[src/rtl/acc_unit.sv]
// Accumulator sequencer: accepts one instruction, drives an external ALU from
// registers, and writes the result back to the accumulator on the following edge.
module acc_unit #(
    parameter int WIDTH = 16
) (
    input  logic             CLK,
    input  logic             RSTn,
    input  logic             In_Valid,
    output logic             In_Ready,
    input  logic [2:0]       In_Op,
    input  logic [WIDTH-1:0] In_Data,
    output logic [WIDTH-1:0] ALU_A,
    output logic [WIDTH-1:0] ALU_B,
    output logic [2:0]       ALU_OP,
    input  logic [WIDTH-1:0] ALU_Out,
    input  logic             ALU_Zero,
    output logic [WIDTH-1:0] Acc,
    output logic             Zero_Flag,
    output logic             Done,
    output logic [7:0]       Count,
    output logic             state_dbg
);

    // Handshake: an instruction transfers on a rising edge where In_Valid and
    // In_Ready are both high; In_Ready is high exactly while the FSM is IDLE.
    typedef enum logic {IDLE = 1'b0, EXEC = 1'b1} state_t;

    localparam logic [2:0] OP_LOAD = 3'b101;
    localparam logic [2:0] OP_CLR  = 3'b110;
    localparam logic [2:0] OP_NOP  = 3'b111;

    state_t           state;
    logic [2:0]       op_q;
    logic [2:0]       alu_op_q;
    logic [WIDTH-1:0] operand_q;

    always_ff @(posedge CLK or negedge RSTn) begin
        if (!RSTn) begin
            state     <= IDLE;
            op_q      <= 3'b000;
            alu_op_q  <= 3'b000;
            operand_q <= '0;
            Acc       <= '0;
            Zero_Flag <= 1'b1;
            Done      <= 1'b0;
            Count     <= 8'd0;
        end else begin
            case (state)
                IDLE: begin
                    Done <= 1'b0;
                    if (In_Valid) begin
                        op_q      <= In_Op;
                        // Non-ALU codes park the ALU on AND so its select stays legal.
                        alu_op_q  <= (In_Op > 3'b100) ? 3'b000 : In_Op;
                        operand_q <= In_Data;
                        state     <= EXEC;
                    end
                end
                EXEC: begin
                    case (op_q)
                        OP_LOAD: begin
                            Acc       <= operand_q;
                            Zero_Flag <= (operand_q == '0);
                        end
                        OP_CLR: begin
                            Acc       <= '0;
                            Zero_Flag <= 1'b1;
                        end
                        OP_NOP: begin
                        end
                        default: begin
                            Acc       <= ALU_Out;
                            Zero_Flag <= ALU_Zero;
                        end
                    endcase
                    Done  <= 1'b1;
                    Count <= Count + 8'd1;
                    state <= IDLE;
                end
                default: state <= IDLE;
            endcase
        end
    end

    assign In_Ready  = (state == IDLE);
    assign ALU_A     = Acc;
    assign ALU_B     = operand_q;
    assign ALU_OP    = alu_op_q;
    assign state_dbg = state;

endmodule

[config.mk]
export PLATFORM = sky130hd
export DESIGN_NAME = acc_unit
export DESIGN_NICKNAME = d
export VERILOG_FILES = /design/src/rtl/acc_unit.sv
export SDC_FILE = /design/constraint.sdc
export NUM_CORES = 1
export LEC_CHECK = 0
export ABC_CLOCK_PERIOD_IN_PS = 3200
export CORE_MARGIN = 2
export CORE_UTILIZATION = 40
export DETAILED_ROUTE_END_ITERATION = 8
export HOLD_SLACK_MARGIN = 0.08
export PLACE_DENSITY = 0.79
export SLEW_MARGIN = 20
export SYNTH_ARGS = -nofsm -noshare
export SYNTH_HDL_FRONTEND = slang
export SYNTH_SLANG_ARGS = --single-unit
[constraint.sdc]
create_clock -name CLK -period 3.2 [get_ports CLK]
set_input_delay 0.64 -clock CLK [delete_from_list [all_inputs] [get_ports CLK]]
set_output_delay 0.64 -clock CLK [all_outputs]
set_load 0.05 [all_outputs]
After elaboration in Yosys (flattened, before gate mapping)
Index checks and enable logic that the tools add are counted.
W data, S select, Z words.
Word-level totals
  register bits: 49
  output and inout bits: 63
  word-level logic and storage cells: 24
Operators by class
  $add $sub $neg: 1
  magnitude comparators: 1
  eq/ne operators: 3
  muxes and demuxes: 6
  bitwise logic cells: 2
  reduce and logical (&&, ||, !) cells: 3
Operators with widths (count)
  $pmux W16 S3: 1
  $logic_not A16 Y1: 1
  $eq A3 B3 Y1 const B: 3
  $add A8 B1 Y8 const B: 1
  $pmux W1 S2: 2
  $reduce_and A2 Y1: 2
  $gt A3 B3 Y1 const B: 1
  $mux W3: 1
  $pmux W1 S3: 1
  $not A1 Y1: 2
  $mux W1: 1

Depth between registers and ports, before layout
Gate-level depths: netlist of run 1.
  depth in word-level cells: 3
  gate-level depth with buffers: 6
  gate-level depth less buffers: 4

Worst setup path after synthesis of run 1
No wires, ideal clock.
  path type: register -> output
  from: register state (netlist: state_dbg)
  to: output port In_Ready
  arrival: 1.128 ns
  slack: 1.432 ns
  cell stages (with the launch flop): 3
  cells stage by stage: dfrtp_1 > buf_4 > inv_1
On the way
  word-level cells in the longest chain between the ends: 1
RTL lines
  start: declaration: RTL line 32  | state_t state;
  start signal: assignment: RTL line 39  | state <= IDLE;
  start signal: assignment: RTL line 56  | state <= EXEC;
  start signal: assignment: RTL line 78  | state <= IDLE;
  $not A1 Y1 (no source line)
  end: declaration: RTL line 9  | output logic In_Ready,
Every way passes these cells.

Worst setup path after layout of run 1
  from: register state (netlist: state_dbg)
  to: output port state_dbg
RTL lines
  end: declaration: RTL line 21  | output logic state_dbg
No word-level cell between the ends.

==> results of run 1 <==
-- worst paths after layout --
check,slack (ps),from,endpoint
max reg2reg,1490,state_dbg,ALU_A[15]
max in group asynchronous,2410,RSTn,ALU_B[11]
max,780,state_dbg,state_dbg
min,360,RSTn,Count[0]
min reg2reg,470,Count[7],Count[7]
min in group CLK,470,Count[7],Count[7]
-- power by group through the flow --
stage          Clock (mW)  Sequential [mW]  Combinational (mW)
5_1_grt             0.421            0.920                1.34
2_1_floorplan           0             1.32               0.473
3_3_place_gp            0            0.903                1.27
6_report            0.392            0.898                1.28
3_5_place_dp            0            0.908                1.29
4_1_cts             0.402            0.898                1.29
-- stage by stage --
step / area (um2) / power [mW] / instances
after floorplan: 2165 / 1.794 / 185
after global placement: 3084 / 2.177 / 332
after detailed placement: 3084 / 2.197 / 332
after CTS: 3186 / 2.592 / 340
after global routing: 3188 / 2.677 / 340
final: 3188 / 2.575 / 340
-- final cells by class --
cell class                 count  area share (%)
clock inverter                 1          0.1570
timing repair buffer         102           31.87
clock buffer                   7           3.022
multi-input combinational    107           23.23
tap                           70           2.747
inverter                       4          0.4710
sequential                    49           38.50
-- per-layer routing --
| layer | GRT usage, % | vias up |
|---|---|---|
| li1 | - | 802 |
| met1 | 24.43 | 791 |
| met2 | 29.22 | 49 |
| met3 | 2.558 | 13 |
| met4 | 9.821 | 0 |
| met5 | 0 | - |
-- cells in the final DEF (no fill, tap or decap) --
cell / n
nand2_2: 1
o22ai_1: 1
o21ai_1: 1
o21ai_0: 17
nand3_1: 1
clkbuf_8: 7
buf_4: 2
dfrtp_1: 48
ha_1: 1
a22oi_1: 16
mux2_2: 20
nor2_2: 1
nand2_1: 21
inv_1: 4
clkinv_2: 1
or4_1: 2
nand4_1: 4
and3_1: 1
nor2_1: 3
a221oi_1: 1
clkdlybuf4s50_1: 100
nor2b_2: 1
xor2_1: 4
dfstp_2: 1
nor4_1: 2
xnor2_1: 4
a21oi_1: 2
nand3b_1: 3
-- flip-flops by register name (all words and copies together), names as in the netlist --
| name | flops |
|---|---|
| ALU_A | 16 |
| ALU_B | 16 |
| Count | 8 |
| ALU_OP | 3 |
| op_q | 3 |
| Done | 1 |
| Zero_Flag | 1 |
| state_dbg | 1 |
-- cells by family after synthesis --
family	count (synthesis)	synth area share, %
flops	49	56.71
compound gates	38	10.87
mux	20	10.40
buf+inv	29	9.190
xor+xnor	8	3.237
fa+ha+maj	1	0.5779
simple gates	40	9.017
==> impl_metrics.env, run 1 <==
export IMPL_total_leakage_power_nw=1.309
export IMPL_gp_congestion=0.8814
export IMPL_yosys_top_cells_count="dfrtp_1 (48), buf_4 (21), nand2_1 (21), mux2_2 (20), o21ai_0 (17)"
export IMPL_ant_nets=0
export IMPL_period_needed_ps=2424
export IMPL_finClkSkew_ps=3.716
export IMPL_grt_pass1_vias=1693
export IMPL_highest_layer="met4"
export IMPL_io_buffers=101
export IMPL_cp_required_ps=2560
export IMPL_cts_buffers=5
export IMPL_critPathBufInv=1
export IMPL_fillers=427
export IMPL_grt_usage_pct=18.37
export IMPL_fin_util_pct=61.64
export IMPL_finalMaxSlewViolations=0
export IMPL_ys_ff_latch=49
export IMPL_multiInputGateArea_um2=740.7
export IMPL_clkTransAtPathRegs_ps=80
export IMPL_cp_depth=1
export IMPL_synth_edff_count=0
export IMPL_core_area_um2=5172
export IMPL_grt_pass1_wl_mm=8.680
export IMPL_wl_met1_mm=2.465
export IMPL_status="finished, final reports clean"
export IMPL_async_flop_share_pct=100.0
export IMPL_tightest_slew_ps=832.2
export IMPL_nets=309
export IMPL_row_count=26
export IMPL_tns_ps=0
export IMPL_die_x_um=77.56
export IMPL_cp_max_fo=12
export IMPL_fmax_mhz=412.5
export IMPL_clock_path_buffers=2
export IMPL_cp_cell_sequence="clkdlybuf4s50_1"
export IMPL_num_vias=1655
export IMPL_p_int_mw=1.392
export IMPL_clk_insertion_delay_late_ps=300
export IMPL_synth_most_common_cell="dfrtp_1"
export IMPL_place_worst_setup_slack_ps=1112
export IMPL_powerDensity_nw_per_um2=807.6
export IMPL_drcViolationCount=0
export IMPL_hold_viol=0
export IMPL_netlist_area_leader_share_pct=55.49
export IMPL_synthDistinctLibCells=28
export IMPL_max_slew_margin_pct=44.38
export IMPL_grt_antenna_before_repair=0
export IMPL_regArea_um2=1227
export IMPL_wl_met3_um=158
export IMPL_rsz0062_at_grt="false"
export IMPL_postCtsSetupBuffers=0
export IMPL_synthTopCellsByArea="dfrtp_1 (55%), mux2_2 (10%), buf_4 (7.3%)"
export IMPL_synth_warnings=0
export IMPL_path_delay_family="buffers and inverters"
export IMPL_hold_buffers=0
export IMPL_setup_viol=0
export IMPL_synthFlopType="dfrtp_1"
export IMPL_critPathLaunchType="flip-flop"
export IMPL_drive_gt1_share_pct=12.59
export IMPL_wl_mm=5.401
export IMPL_wl_per_cell_um=15.89
export IMPL_slowest_delay_ps=890
export IMPL_fin_crit_sh_pct=75.76
export IMPL_hold_ws_ps=356.9
export IMPL_rr_worst_depth=3
export IMPL_cap_viol_max_count=0
export IMPL_combPwrFrac_pct=49.9
export IMPL_initial_core_util_pct=41.85
export IMPL_worstPathArrival_ps=1780
export IMPL_setup_slack_ps=775.6
export IMPL_syn_nets=225
export IMPL_pwr_share_seq_pct=34.9
export IMPL_cts_sinks=49
export IMPL_slowest_stage="clkdlybuf4s50_1"
export IMPL_ys_seq_area_share_pct=56.71
export IMPL_diodes=0
export IMPL_crit_path_end_kind="output pin"
export IMPL_syn_to_final_growth_pct=47.28
export IMPL_die_y_um=77.56
export IMPL_power_switching_mw=1.182
export IMPL_min_path_type="in2async"
export IMPL_yosysTopAreaCell="dfrtp_1"
export IMPL_dr_pass1_iters=4
export IMPL_dp_hpwl_mm=3.979
export IMPL_synth_cell_area_um2=2165
export IMPL_ioPinCount=102
export IMPL_cts_max_level=2
export IMPL_cts_tree="done"
export IMPL_p_sw_share_pct=45.92
export IMPL_synth_cells=185
export IMPL_avgSynthCellArea_um2=11.70
export IMPL_wl_met2_mm=2.599
export IMPL_drtIter0Drc=143
export IMPL_vias_per_cell=4.868
export IMPL_pwr_share_clk_pct=15.2
export IMPL_grt_overflow_total=0
export IMPL_root_buffer="clkbuf_8"
export IMPL_vdd_drop_max_mv=0.3075
export IMPL_cts_resized=0
export IMPL_die_area_um2=6016
export IMPL_crit_type="reg2out"
export IMPL_grt_max_degree=50
Power figures use the tool's default switching activity.
==> inputs of run 2 (changes only) <==
Settings changed: ABC_CLOCK_PERIOD_IN_PS 3200 to 2200, CORE_UTILIZATION 40 to 37, PLACE_DENSITY 0.79 to 0.76.
Clock period 3.2 ns to 2.2 ns, I/O delays scaled along.
==> run 2 against run 1 <==
- routed wire length decreased by 1.1%
- design area rose by 0.63%
- sequential power up 45%
- utilization decreased by 4.1 points
- final cell count grew 1.5%
- clock skew increased by 1.7 ps
- first-iteration DRC count up 9.8%
- sequential share of layout area down 0.24 points
- critical endpoint is now Zero_Flag
- highest routed layer unchanged
==> impl_metrics.env, run 2 (same netlist as run 1, synthesis figures left out) <==
export IMPL_status="finished, final reports clean"
export IMPL_crit_type="reg2out"
export IMPL_cp_required_ps=1760
export IMPL_vdd_drop_max_mv=0.5525
export IMPL_fin_crit_sh_pct=93.86
export IMPL_gp_congestion=0.8672
export IMPL_io_buffers=101
export IMPL_power_switching_mw=1.733
export IMPL_pwr_share_seq_pct=35.1
export IMPL_critPathLaunchType="flip-flop"
export IMPL_hold_viol=0
export IMPL_period_needed_ps=2065
export IMPL_num_vias=1671
export IMPL_fmax_mhz=484.3
export IMPL_drcViolationCount=0
export IMPL_dpl_cell_area_um2=3117
export IMPL_root_buffer="clkbuf_8"
export IMPL_use_met3_pct=3.034
export IMPL_grt_max_degree=33
export IMPL_drtIter0Drc=157
export IMPL_diodes=0
export IMPL_die_y_um=80.49
export IMPL_die_area_um2=6478
export IMPL_use_met1_pct=24.15
export IMPL_clk_insertion_delay_late_ps=300
export IMPL_postCtsSetupBuffers=0
export IMPL_clkTransAtPathRegs_ps=90
export IMPL_die_x_um=80.49
export IMPL_vias_per_cell=4.843
export IMPL_cts_buffers=5
export IMPL_grt_antenna_before_repair=0
export IMPL_ant_nets=0
export IMPL_startpoint="Zero_Flag"
export IMPL_cts_sinks=49
export IMPL_slowest_delay_ps=790
export IMPL_ioPinCount=102
export IMPL_dp_hpwl_mm=4.180
export IMPL_rsz0062_at_grt="false"
export IMPL_powerDensity_nw_per_um2=1154
export IMPL_row_count=27
export IMPL_pwr_share_clk_pct=14.3
export IMPL_p_sw_share_pct=46.80
export IMPL_crit_path_end_kind="output pin"
export IMPL_post_layout_total_power_mw=3.703
export IMPL_grt_pass1_vias=1553
export IMPL_hold_buffers=0
export IMPL_core_area_um2=5574
export IMPL_drive_gt1_share_pct=14.29
export IMPL_final_common_cell="clkdlybuf4s50_1"
export IMPL_tns_ps=0
export IMPL_final_area_um2=3208
export IMPL_cap_viol_max_count=0
export IMPL_cp_cell_sequence="clkdlybuf4s50_1"
export IMPL_fin_util_pct=57.55
export IMPL_syn_to_final_growth_pct=48.21
export IMPL_dr_pass1_iters=4
export IMPL_cp_max_fo=2
export IMPL_layout_common_cells="clkdlybuf4s50_1 (98), dfrtp_1 (48), nand2_1 (21)"
export IMPL_initial_core_util_pct=38.83
export IMPL_p_int_mw=1.970
export IMPL_critPathBufInv=1
export IMPL_max_slew_margin_pct=59.11
export IMPL_hold_ws_ps=111.2
export IMPL_nets=312
export IMPL_cts_tree="done"
export IMPL_slowest_stage="clkdlybuf4s50_1"
export IMPL_wl_mm=5.343
export IMPL_grt_overflow_total=0
export IMPL_path_delay_family="buffers and inverters"
export IMPL_grt_pass1_wl_mm=8.335
export IMPL_combPwrFrac_pct=50.6
export IMPL_cts_max_level=2
export IMPL_grt_usage_pct=16.99
export IMPL_grt_util_met2_pct=25.92
export IMPL_setup_viol=0
export IMPL_finalMaxSlewViolations=0
export IMPL_total_leakage_power_nw=1.311
export IMPL_clock_path_buffers=2
export IMPL_tightest_slew_ps=612.7
export IMPL_busiest_layer="met2"
export IMPL_wl_per_cell_um=15.49
export IMPL_min_path_type="in2async"
export IMPL_cts_resized=0
export IMPL_worstPathArrival_ps=1620
export IMPL_finClkSkew_ps=5.391
export IMPL_rr_startpoint="op_q[2]"
## run 2: power groups by stage
stage                     clock network (mW)  registers (mW)  logic, mW
after floorplan                            0            1.92      0.688
after global placement                     0            1.31       1.86
after detailed placement                   0            1.32       1.89
after CTS                              0.550            1.30       1.89
after global routing                   0.581            1.34       1.97
final                                  0.530            1.30       1.87
## run 2: area by class of cell
class                           count  area [um2]
Fill cell                         492        2366
Inverter                            4       15.01
Sequential cell                    49        1227
Multi-Input combinational cell    107       740.7
Timing Repair Buffer              105        1044
Clock buffer                        5       68.82
Tap cell                           72       90.09
Clock inverter                      3       22.52
## run 2: per-layer routing
| metal | vias to the layer above | share of wire [%] |
|---|---|---|
| met2 | 55 | 49 |
| met4 | 0 | 2.0 |
| li1 | 806 | - |
| met1 | 802 | 44 |
| met5 | - | 0 |
| met3 | 8 | 4.7 |
## run 2: metrics by stage
step	std cells	worst slack [ps]
after CTS	345	119.0
after detailed placement	337	428.1
after floorplan	185	526.8
after global routing	345	105.7
after global placement	337	430.7
final	345	135.2
## run 2: final timing paths
kind                             end  slack (ps)  depth (start not counted)
max                        Zero_Flag         140                          1
max in group asynchronous   ALU_B[0]        1550                          2
min reg2reg                 Count[7]         480                          1
min                        ALU_A[11]         110                          1
max reg2reg                Zero_Flag         670                          4
min in group CLK            Count[7]         480                          1
==> inputs of run 3 (changes only) <==
Settings changed: ABC_CLOCK_PERIOD_IN_PS 2200 to unset.
==> results of run 3 <==
Final layout, timing and power as in run 2 (identical DEF).
